## src/rtl/bitstream_unpacker.sv

```systemverilog
// bitstream_unpacker
//   Unpacks MEM_WIDTH-bit memory words into a stream of cfg_bitwidth-bit values, LSB-first,
//   sign- or zero-extended to MAX_BW bits. Supports a fully packed layout and a word-aligned
//   layout in which a value never straddles two words (the unused top bits of a word are skipped).
//   A run is started with i_start, emits i_cfg_num_vals values, then pulses o_done (with o_err when
//   the configuration was rejected).
//
// Ports
//   i_clk, i_rst        clock, synchronous active-high reset
//   i_start             latch i_cfg_* and begin a run (only honoured when idle)
//   i_cfg_bitwidth      value width, legal 1..MAX_BW
//   i_cfg_num_vals      number of values in the run
//   i_cfg_signed        1: sign-extend, 0: zero-extend
//   i_cfg_aligned       1: values never straddle words, 0: fully packed
//   i_in_valid/i_in_data/o_in_ready       memory-side word stream (bit 0 is the oldest bit)
//   o_out_valid/o_out_data/o_out_last/i_out_ready   value stream, o_out_last marks the final value
//   o_busy              high whenever a run (or its done cycle) is in progress
//   o_done, o_err       one-cycle end-of-run pulse, o_err flags a rejected configuration
module bitstream_unpacker #(
    parameter int unsigned MEM_WIDTH = 32,
    parameter int unsigned MAX_BW    = 16,
    parameter int unsigned CNT_WIDTH = 32
) (
    input  logic                   i_clk,
    input  logic                   i_rst,
    input  logic                   i_start,
    input  logic [$clog2(MAX_BW):0] i_cfg_bitwidth,
    input  logic [CNT_WIDTH-1:0]   i_cfg_num_vals,
    input  logic                   i_cfg_signed,
    input  logic                   i_cfg_aligned,
    input  logic                   i_in_valid,
    input  logic [MEM_WIDTH-1:0]   i_in_data,
    output logic                   o_in_ready,
    output logic                   o_out_valid,
    output logic [MAX_BW-1:0]      o_out_data,
    output logic                   o_out_last,
    input  logic                   i_out_ready,
    output logic                   o_busy,
    output logic                   o_done,
    output logic                   o_err
);

    localparam int unsigned BW_W   = $clog2(MAX_BW) + 1;
    localparam int unsigned BUF_W  = 2 * MEM_WIDTH;
    localparam int unsigned FILL_W = $clog2(BUF_W) + 1;
    localparam int unsigned WP_W   = $clog2(MEM_WIDTH) + 1;

    typedef enum logic [1:0] {StIdle, StRun, StDone} state_e;

    state_e               r_state;
    state_e               w_state_next;
    logic [BUF_W-1:0]     r_buf;
    logic [FILL_W-1:0]    r_fill;
    logic [WP_W-1:0]      r_word_pos;
    logic [CNT_WIDTH-1:0] r_cnt;
    logic [CNT_WIDTH-1:0] r_num_vals;
    logic [BW_W-1:0]      r_bw;
    logic                 r_signed;
    logic                 r_aligned;
    logic                 r_err;

    logic                 w_cfg_ok;
    logic                 w_push;
    logic                 w_pop;
    logic                 w_last;
    int                   w_rem;
    logic [FILL_W-1:0]    w_step;
    logic [WP_W-1:0]      w_word_pos_next;
    logic [BUF_W-1:0]     w_buf_shift;
    logic [BUF_W-1:0]     w_buf_next;
    logic [FILL_W-1:0]    w_fill_shift;
    logic [FILL_W-1:0]    w_fill_next;
    logic                 w_sign;
    logic [MAX_BW-1:0]    w_out_data;

    assign w_cfg_ok = (i_cfg_bitwidth != '0) && (i_cfg_bitwidth <= BW_W'(MAX_BW));

    // Handshake outputs depend on registers only.
    assign o_in_ready  = (r_state == StRun) && (r_fill <= FILL_W'(MEM_WIDTH));
    assign o_out_valid = (r_state == StRun) && (r_fill >= FILL_W'(r_bw));
    assign w_last      = o_out_valid && (r_cnt == r_num_vals - CNT_WIDTH'(1));
    assign o_out_last  = w_last;
    assign w_push      = i_in_valid && o_in_ready;
    assign w_pop       = o_out_valid && i_out_ready;

    assign o_busy = (r_state != StIdle);
    assign o_done = (r_state == StDone);
    assign o_err  = (r_state == StDone) && r_err;

    // Pop size. In aligned mode, when the next value would not fit in the rest of the current
    // word, the pad bits are dropped together with this value.
    always_comb begin
        w_rem           = int'(MEM_WIDTH) - int'(r_word_pos) - int'(r_bw);
        w_step          = FILL_W'(r_bw);
        w_word_pos_next = r_word_pos;
        if (r_aligned) begin
            if (w_rem < int'(r_bw)) begin
                w_step          = FILL_W'(int'(MEM_WIDTH) - int'(r_word_pos));
                w_word_pos_next = '0;
            end else begin
                w_word_pos_next = r_word_pos + WP_W'(r_bw);
            end
        end
    end

    // Shift first, then append the new word above the remaining valid bits. Bits at and above
    // fill are always zero, so an OR is enough to insert the word.
    always_comb begin
        w_buf_shift  = w_pop ? (r_buf >> w_step) : r_buf;
        w_fill_shift = w_pop ? (r_fill - w_step) : r_fill;
        w_buf_next   = w_buf_shift;
        w_fill_next  = w_fill_shift;
        if (w_push) begin
            w_buf_next  = w_buf_shift | ({{MEM_WIDTH{1'b0}}, i_in_data} << w_fill_shift);
            w_fill_next = w_fill_shift + FILL_W'(MEM_WIDTH);
        end
    end

    // Extension from bit bw-1.
    always_comb begin
        w_sign = 1'b0;
        for (int i = 0; i < int'(MAX_BW); i++) begin
            if (i == int'(r_bw) - 1) begin
                w_sign = r_buf[i];
            end
        end
        w_sign = w_sign & r_signed;
        for (int i = 0; i < int'(MAX_BW); i++) begin
            w_out_data[i] = (i < int'(r_bw)) ? r_buf[i] : w_sign;
        end
    end

    assign o_out_data = w_out_data;

    always_comb begin
        w_state_next = r_state;
        unique case (r_state)
            StIdle: begin
                if (i_start) begin
                    w_state_next = (w_cfg_ok && (i_cfg_num_vals != '0)) ? StRun : StDone;
                end
            end
            StRun: begin
                if (w_pop && w_last) begin
                    w_state_next = StDone;
                end
            end
            StDone:  w_state_next = StIdle;
            default: w_state_next = StIdle;
        endcase
    end

    always_ff @(posedge i_clk) begin
        if (i_rst) begin
            r_state <= StIdle;
        end else begin
            r_state <= w_state_next;
        end
    end

    always_ff @(posedge i_clk) begin
        if (i_rst) begin
            r_buf      <= '0;
            r_fill     <= '0;
            r_word_pos <= '0;
            r_cnt      <= '0;
            r_num_vals <= '0;
            r_bw       <= '0;
            r_signed   <= 1'b0;
            r_aligned  <= 1'b0;
            r_err      <= 1'b0;
        end else begin
            unique case (r_state)
                StIdle: begin
                    if (i_start) begin
                        r_bw       <= i_cfg_bitwidth;
                        r_num_vals <= i_cfg_num_vals;
                        r_signed   <= i_cfg_signed;
                        r_aligned  <= i_cfg_aligned;
                        r_cnt      <= '0;
                        r_err      <= !w_cfg_ok;
                    end
                end
                StRun: begin
                    r_buf  <= w_buf_next;
                    r_fill <= w_fill_next;
                    if (w_pop) begin
                        r_word_pos <= w_word_pos_next;
                        r_cnt      <= r_cnt + CNT_WIDTH'(1);
                    end
                end
                StDone: begin
                    // Leftover bits of the run are discarded.
                    r_buf      <= '0;
                    r_fill     <= '0;
                    r_word_pos <= '0;
                    r_err      <= 1'b0;
                end
                default: begin
                    r_buf  <= '0;
                    r_fill <= '0;
                end
            endcase
        end
    end

endmodule

```

## config.mk

```make
export PLATFORM = sky130hd
export DESIGN_NAME = bitstream_unpacker
export DESIGN_NICKNAME = d
export VERILOG_FILES = /design/src/rtl/bitstream_unpacker.sv
export SDC_FILE = /design/constraint.sdc
export NUM_CORES = 1
export LEC_CHECK = 0
export BUFFER_PORTS_ARGS = -buffer_cell sky130_fd_sc_hd__buf_4
export CORE_MARGIN = 2
export CORE_UTILIZATION = 48
export CTS_CLUSTER_SIZE = 20
export DETAILED_ROUTE_END_ITERATION = 6
export PLACE_DENSITY_LB_ADDON = 0.25
export SYNTH_ARGS = -nofsm -noshare
export SYNTH_HDL_FRONTEND = slang
export SYNTH_SLANG_ARGS = --single-unit
```

## constraint.sdc

```tcl
create_clock -name i_clk -period 16.6 [get_ports i_clk]
set_clock_uncertainty 0.05 [all_clocks]
set_input_delay 0 -clock i_clk [delete_from_list [all_inputs] [get_ports i_clk]]
set_output_delay 0 -clock i_clk [all_outputs]
set_load 0.03 [all_outputs]
```

# After elaboration in Yosys (flattened, before gate mapping)
# Cells that the tools add are included.
# totals
register_bits,151
output_inout_bits,22
# classes
n_mux,53
n_reduce_logical,23
n_shift,2
bitwise_logic,2
n_eq_ne,22
n_addsub,8
n_lt_le_gt_ge,20
# op_table
operator,count
$mux W64,2
$pmux W64 S2,1
$mux W32,2
$or A64 B64 Y64,1
$pmux W32 S2,1
$shl A32 B7 Y64,1
$shr A64 B7 Y64,1
$eq A5 B6 Y1 const A,8
$lt A4 B5 Y1 const A,8
$mux W1,33
$add A32 B1 Y32 const B,1
$eq A32 B32 Y1,1
$logic_not A32 Y1,1
$lt A32 B6 Y1,1
$reduce_bool A32 Y1,1
$sub A32 B1 Y32 const B,1
$sub A32 B6 Y32,1
$mux W7,4
$eq A4 B6 Y1 const A,4
$lt A3 B5 Y1 const A,4
$mux W6,3
$pmux W7 S2,1
$eq A3 B6 Y1 const A,2
$pmux W6 S2,1
other kinds (26),46

# Depth between registers and ports, before layout
# depth
word_depth,20
ltp_mapped,34

# Worst setup path before layout
# OpenSTA, ideal clock, no wires.
# synth_path
path_kind,reg2reg
start,register r_word_pos[0]
end,register r_buf[9]
t_required_ns,16.459
arrival_time_ns,7.015
setup_slack_ns,9.444
n_path_buf,7
stages_incl_launch_ff,31
path_cell_list,dfxtp_1 -> buf_6 -> inv_1 -> ha_1 -> buf_2 -> inv_1 -> fa_1 -> nor2b_1 -> o31a_1 -> nor2_1 -> nand2_1 -> ha_1 -> nor4b_1 -> nand3b_1 -> and4bb_2 -> clkbuf_1 -> and3b_1 -> nor3_1 -> inv_1 -> buf_2 -> buf_1 -> ha_1 -> inv_1 -> ha_1 -> a21oi_1 -> clkbuf_1 -> clkbuf_1 -> mux2i_1 -> a211oi_1 -> or4_1 -> a311oi_1
# synth_via
elab_chain_cells,11
# synth_rtl
item,line_no,rtl
start: declaration,54,logic [WP_W-1:0] r_word_pos;
start signal: assignment,188,r_word_pos <= w_word_pos_next;
$sub A6 B6 Y7 *,"93, 98",
$sub A32 B6 Y32,93,w_rem = int'(MEM_WIDTH) - int'(r_word_pos) - int'(r_bw);
$lt A32 B6 Y1,97,if (w_rem < int'(r_bw)) begin
$mux W7 *,97,
$mux W7 *,96,if (r_aligned) begin
$sub A7 B7 Y7,110,w_fill_shift = w_pop ? (r_fill - w_step) : r_fill;
$mux W7,110,
$shl A32 B7 Y64,114,"w_buf_next = w_buf_shift | ({{MEM_WIDTH{1'b0}}, i_in_data} << w_fill_shift);"
$or A64 B64 Y64,114,
$mux W64 *,113,if (w_push) begin
$pmux W64 S2 *,173,unique case (r_state)
end signal: assignment,185,r_buf <= w_buf_next;
end: declaration,52,logic [BUF_W-1:0] r_buf;
# Every way passes the cells marked *; elsewhere a longest branch is shown, timed or not.
# A chain may end at the register's enable or synchronous reset.

# Final worst setup path
# layout_path
start,register r_word_pos[0]
end,register r_buf[47]
# The elaborated chain is that of the path after synthesis.

==> metrics.md <==
| Metric | Value |
|---|---|
| Clock Tree Buf Depth | 2 |
| Clk pin slew, worst setup/hold paths | 0.08 ns |
| Worst setup SP type | register |
| Synthesis-stage register bit count | between 150 and 200 |
| Met3 Usage GRT | 0.0618 |
| # clock sinks | between 150 and 200 |
| Relative slew margins | 0.189 |
| Setup slack after layout | between 7 and 8 ns |
| Post-synth top cells | nand2_1 (302), mux2i_1 (298), a21oi_1 (214), nor2_1 (184), dfxtp_1 (151) |
| Postcts setup bufs | 0 |
| Global-route wire length before repair | between 100 and 150 mm |
| WS Path Type | register to register |
| Cell family with most CP delay | simple AND/OR/NAND/NOR gates |
| CTS H-tree depth | 4 |
| Cts bufs inserted | 17 |
| Synth area leaders | dfxtp_1 (17%), mux2i_1 (17%), nand2_1 (6.4%) |
| Slew Limit Fails | 0 |
| Place WS | ~7.4 ns |
| Power density over cell area | ~86 mW/mm² |
| Final TNS setup | 0 ns |
| Flop pwr share | 0.227 |
| Clk Latency, worst-skew pair | 0.44 ns |
| Syn Nets | ~2600 |
| RSZ-0062 raised after global routing | false |
| CP arrival | roughly 9.7 ns |
| WL final | just over 70 mm |
| Std-Cell Core Area | around 0.037 mm² |
| Post-synthesis sequential area ratio | 0.170 |
| Vias in the first global route | 18400 |
| Die X | between 150 and 200 µm |
| Via count | between 20000 and 25000 |
| Post-synthesis async set-or-reset flop share | 0 |
| GRT Max-Usage Layer | met2 |
| Met2 GRT Util | 0.559 |
| Final Wtd Congestion | 1.02 |
| Initial Utilization | 0.487 |
| Layout cell share with drive strength beyond 1 | 0.110 |
| DRC | 0 |
| Worst path required time | between 15 and 20 ns |
| MaxCap Viol Count | 0 |
| Cell taking the most area after synthesis | dfxtp_1 |
| Status | complete, no violations |
| Yosys warns | 0 |
| Fin crit period | between 9 and 10 ns |
| Count leader, synth | nand2_1 |
| CTS tree | built |
| Aggregate global routing overflow | 0 |
| CP Capture Type | register |
| CP max-delay cell | ha_1 |
| # IOs | slightly below 100 |
| Antenna diode count | 0 |
| NetSw | 0.816 mW |
| Ys flop type | dfxtp_1 |
| Chip Height | roughly 200 µm |
| Initial drt markers | between 2000 and 3000 |
| Setup-failing EPs final | 0 |
| Fin. Hold Viols | 0 |
| Die area | 0.0387 mm² |
| Leak | about 7.4 nW |
| DR WL/cell | 24.8 µm |
| Synthesized area per cell | ~7.3 µm² |
| Syn Inst Count | around 2400 |
| Fin crit share | 0.568 |
| Post-Synthesis Cell Area | around 0.018 mm² |
| FMAX | 0.106 GHz |
| Internal cell power | slightly below 0.9 mW |
| Hold Path Class | input pin to register |
| Critical path's largest stage delay | 0.64 ns |
| GR met1 Demand/Resource | 0.510 |
| Max IR drop VDD | 94.7 µV |
| HPWL Detailed | ~54 mm |
| Clk pwr share | 0.235 |
| Yosys cell types | 92 |
| Worst R2R Setup Slack | a little over 7 ns |
| Drt first pass iters | 7 |
| Fillers | 3546 |
| Top-area cell type share of the netlist area | 0.170 |
| Sw Share | 0.477 |
| Initial antenna violation count | 0 |
| GRT Total Usage | 0.366 |
| Comb pwr share | 0.538 |
| Largest fanout on the critical path | a little under 50 |
| Port Buffers | 97 |
| Nets | about 2600 |
| Worst-Margin Slew | around 1.2 ns |
| Post-DRT Antenna Nets | 0 |
| Routed vias/inst | 6.87 |
| Root Buffer | clkbuf_16 |
| Largest net degree at the start of global routing | 64 |
| Synth-to-Final Area Change | 11.6% |
| Crit path buf inv count | 7 |
| Post-synth EDFFs | 0 |
| Row cnt | 70 |
[worst register-to-register path: cells and delay by family, from the launching register on]
| kind | cells | cell delay (ns) |
|---|---|---|
| and+or+nand+nor | 10 | 2.78 |
| buffers and inverters | 7 | 2.52 |
| adders and majority gates | 5 | 1.88 |
| AOI/OAI and AO/OA | 5 | 1.08 |
| muxes | 1 | 0.39 |
| DFF | 1 | 0.32 |
| xor gates and xnor gates | 1 | 0.28 |
[path summary, 6_finish.rpt]
path                              startpoint                    endpoint  cells past startpoint
hold reg to reg   r_num_vals[1]$_SDFFE_PP0P_  r_num_vals[1]$_SDFFE_PP0P_                      2
setup / recovery  r_word_pos[0]$_SDFFE_PP0P_      r_buf[47]$_SDFFE_PP0N_                     29
hold / removal                    i_in_valid      r_fill[5]$_SDFFE_PP0N_                      5
setup reg to reg  r_word_pos[0]$_SDFFE_PP0P_      r_buf[47]$_SDFFE_PP0N_                     29
[layer usage]
layer / part of all wire / vias up / wire, µm
met1: 0.42 / 9578 / 30300
met3: 0.11 / 196 / 7880
met2: 0.43 / 1167 / 31300
met4: 0.042 / 0 / 3010
met5: 0 / - / 0
li1: - / 9142 / -
[power groups by stage]
stage | Combinational (mW) | Sequential (mW) | Clock, mW
floorplan | 0.654 | 0.389 | 0
global placement | 0.870 | 0.395 | 0
detailed placement | 0.875 | 0.396 | 0
CTS | 0.892 | 0.387 | 0.405
global route | 0.980 | 0.389 | 0.422
finish | 0.921 | 0.387 | 0.402
[sequential cells by signal, summed over array words and instances, names as in the netlist]
name and cells:
r_cnt 32, r_err 1, r_signed 1, r_buf 64, r_aligned 1, r_state 2, r_num_vals 32, r_bw 5
r_word_pos 6, r_fill 7
[cells by family (layout without fill, tap and decap cells)]
| kind of cell | Yosys count | in the layout | share of synthesized area |
|---|---|---|---|
| compound gates | 750 | 750 | 0.284 |
| xor+xnor | 80 | 80 | 0.0402 |
| fa+ha+maj | 42 | 42 | 0.0302 |
| buf+inv | 268 | 280 | 0.0598 |
| flops | 151 | 151 | 0.170 |
| mux | 348 | 348 | 0.205 |
| simple gates | 804 | 804 | 0.211 |
[per-stage QoR]
stage	power, mW	hold WS [ns]	std cells	utilization	instance area [µm²]
2_1_floorplan	1.04	0.0860	2443	-	17800
3_3_place_gp	1.26	0.213	2824	0.508	18600
3_5_place_dp	1.27	0.216	2824	0.508	18600
4_1_cts	1.68	0.0892	2923	0.543	19900
5_1_grt	1.79	0.138	2923	0.543	19900
6_report	1.71	0.0940	2923	0.543	19900
[layout by cell type, fill, tap and decap left out, drive strengths merged, types with 18 or more instances in the layout]
master / synthesis / layout
ha: 38 / 38
dfxtp: 151 / 151
dlygate4sd3: 0 / 67
inv: 38 / 46
nor2: 187 / 187
a22o: 48 / 48
a21o: 22 / 22
nor3: 44 / 44
o211ai: 23 / 23
nor4: 24 / 24
buf: 85 / 140
and3: 40 / 40
xor2: 35 / 35
a21oi: 215 / 215
clkbuf: 142 / 18
a22oi: 26 / 26
nand2: 302 / 302
a221oi: 19 / 19
a211oi: 121 / 121
nand3: 96 / 96
mux2i: 299 / 299
o21ai: 101 / 101
mux2: 42 / 42
a31oi: 28 / 28
nand4: 22 / 22
xnor2: 45 / 45
[area by class of cell]
| type | count | area [µm²] | share of cell area |
|---|---|---|---|
| Inverter | 41 | 154 | 0.00774 |
| Sequential cell | 151 | 3030 | 0.152 |
| Clock inverter | 14 | 159 | 0.00800 |
| Tap cell | 468 | 586 | 0.0295 |
| Clock buffer | 18 | 439 | 0.0221 |
| Multi-Input combinational cell | 2024 | 13800 | 0.694 |
| Timing Repair Buffer | 207 | 1720 | 0.0866 |
[repair_timing]
item | in CTS | in global routing
gates resized for setup | 0 | 0
hold buffers | 67 | 0
endpoints found under the hold margin | 46 | 0
Power figures use the tool's default switching activity.
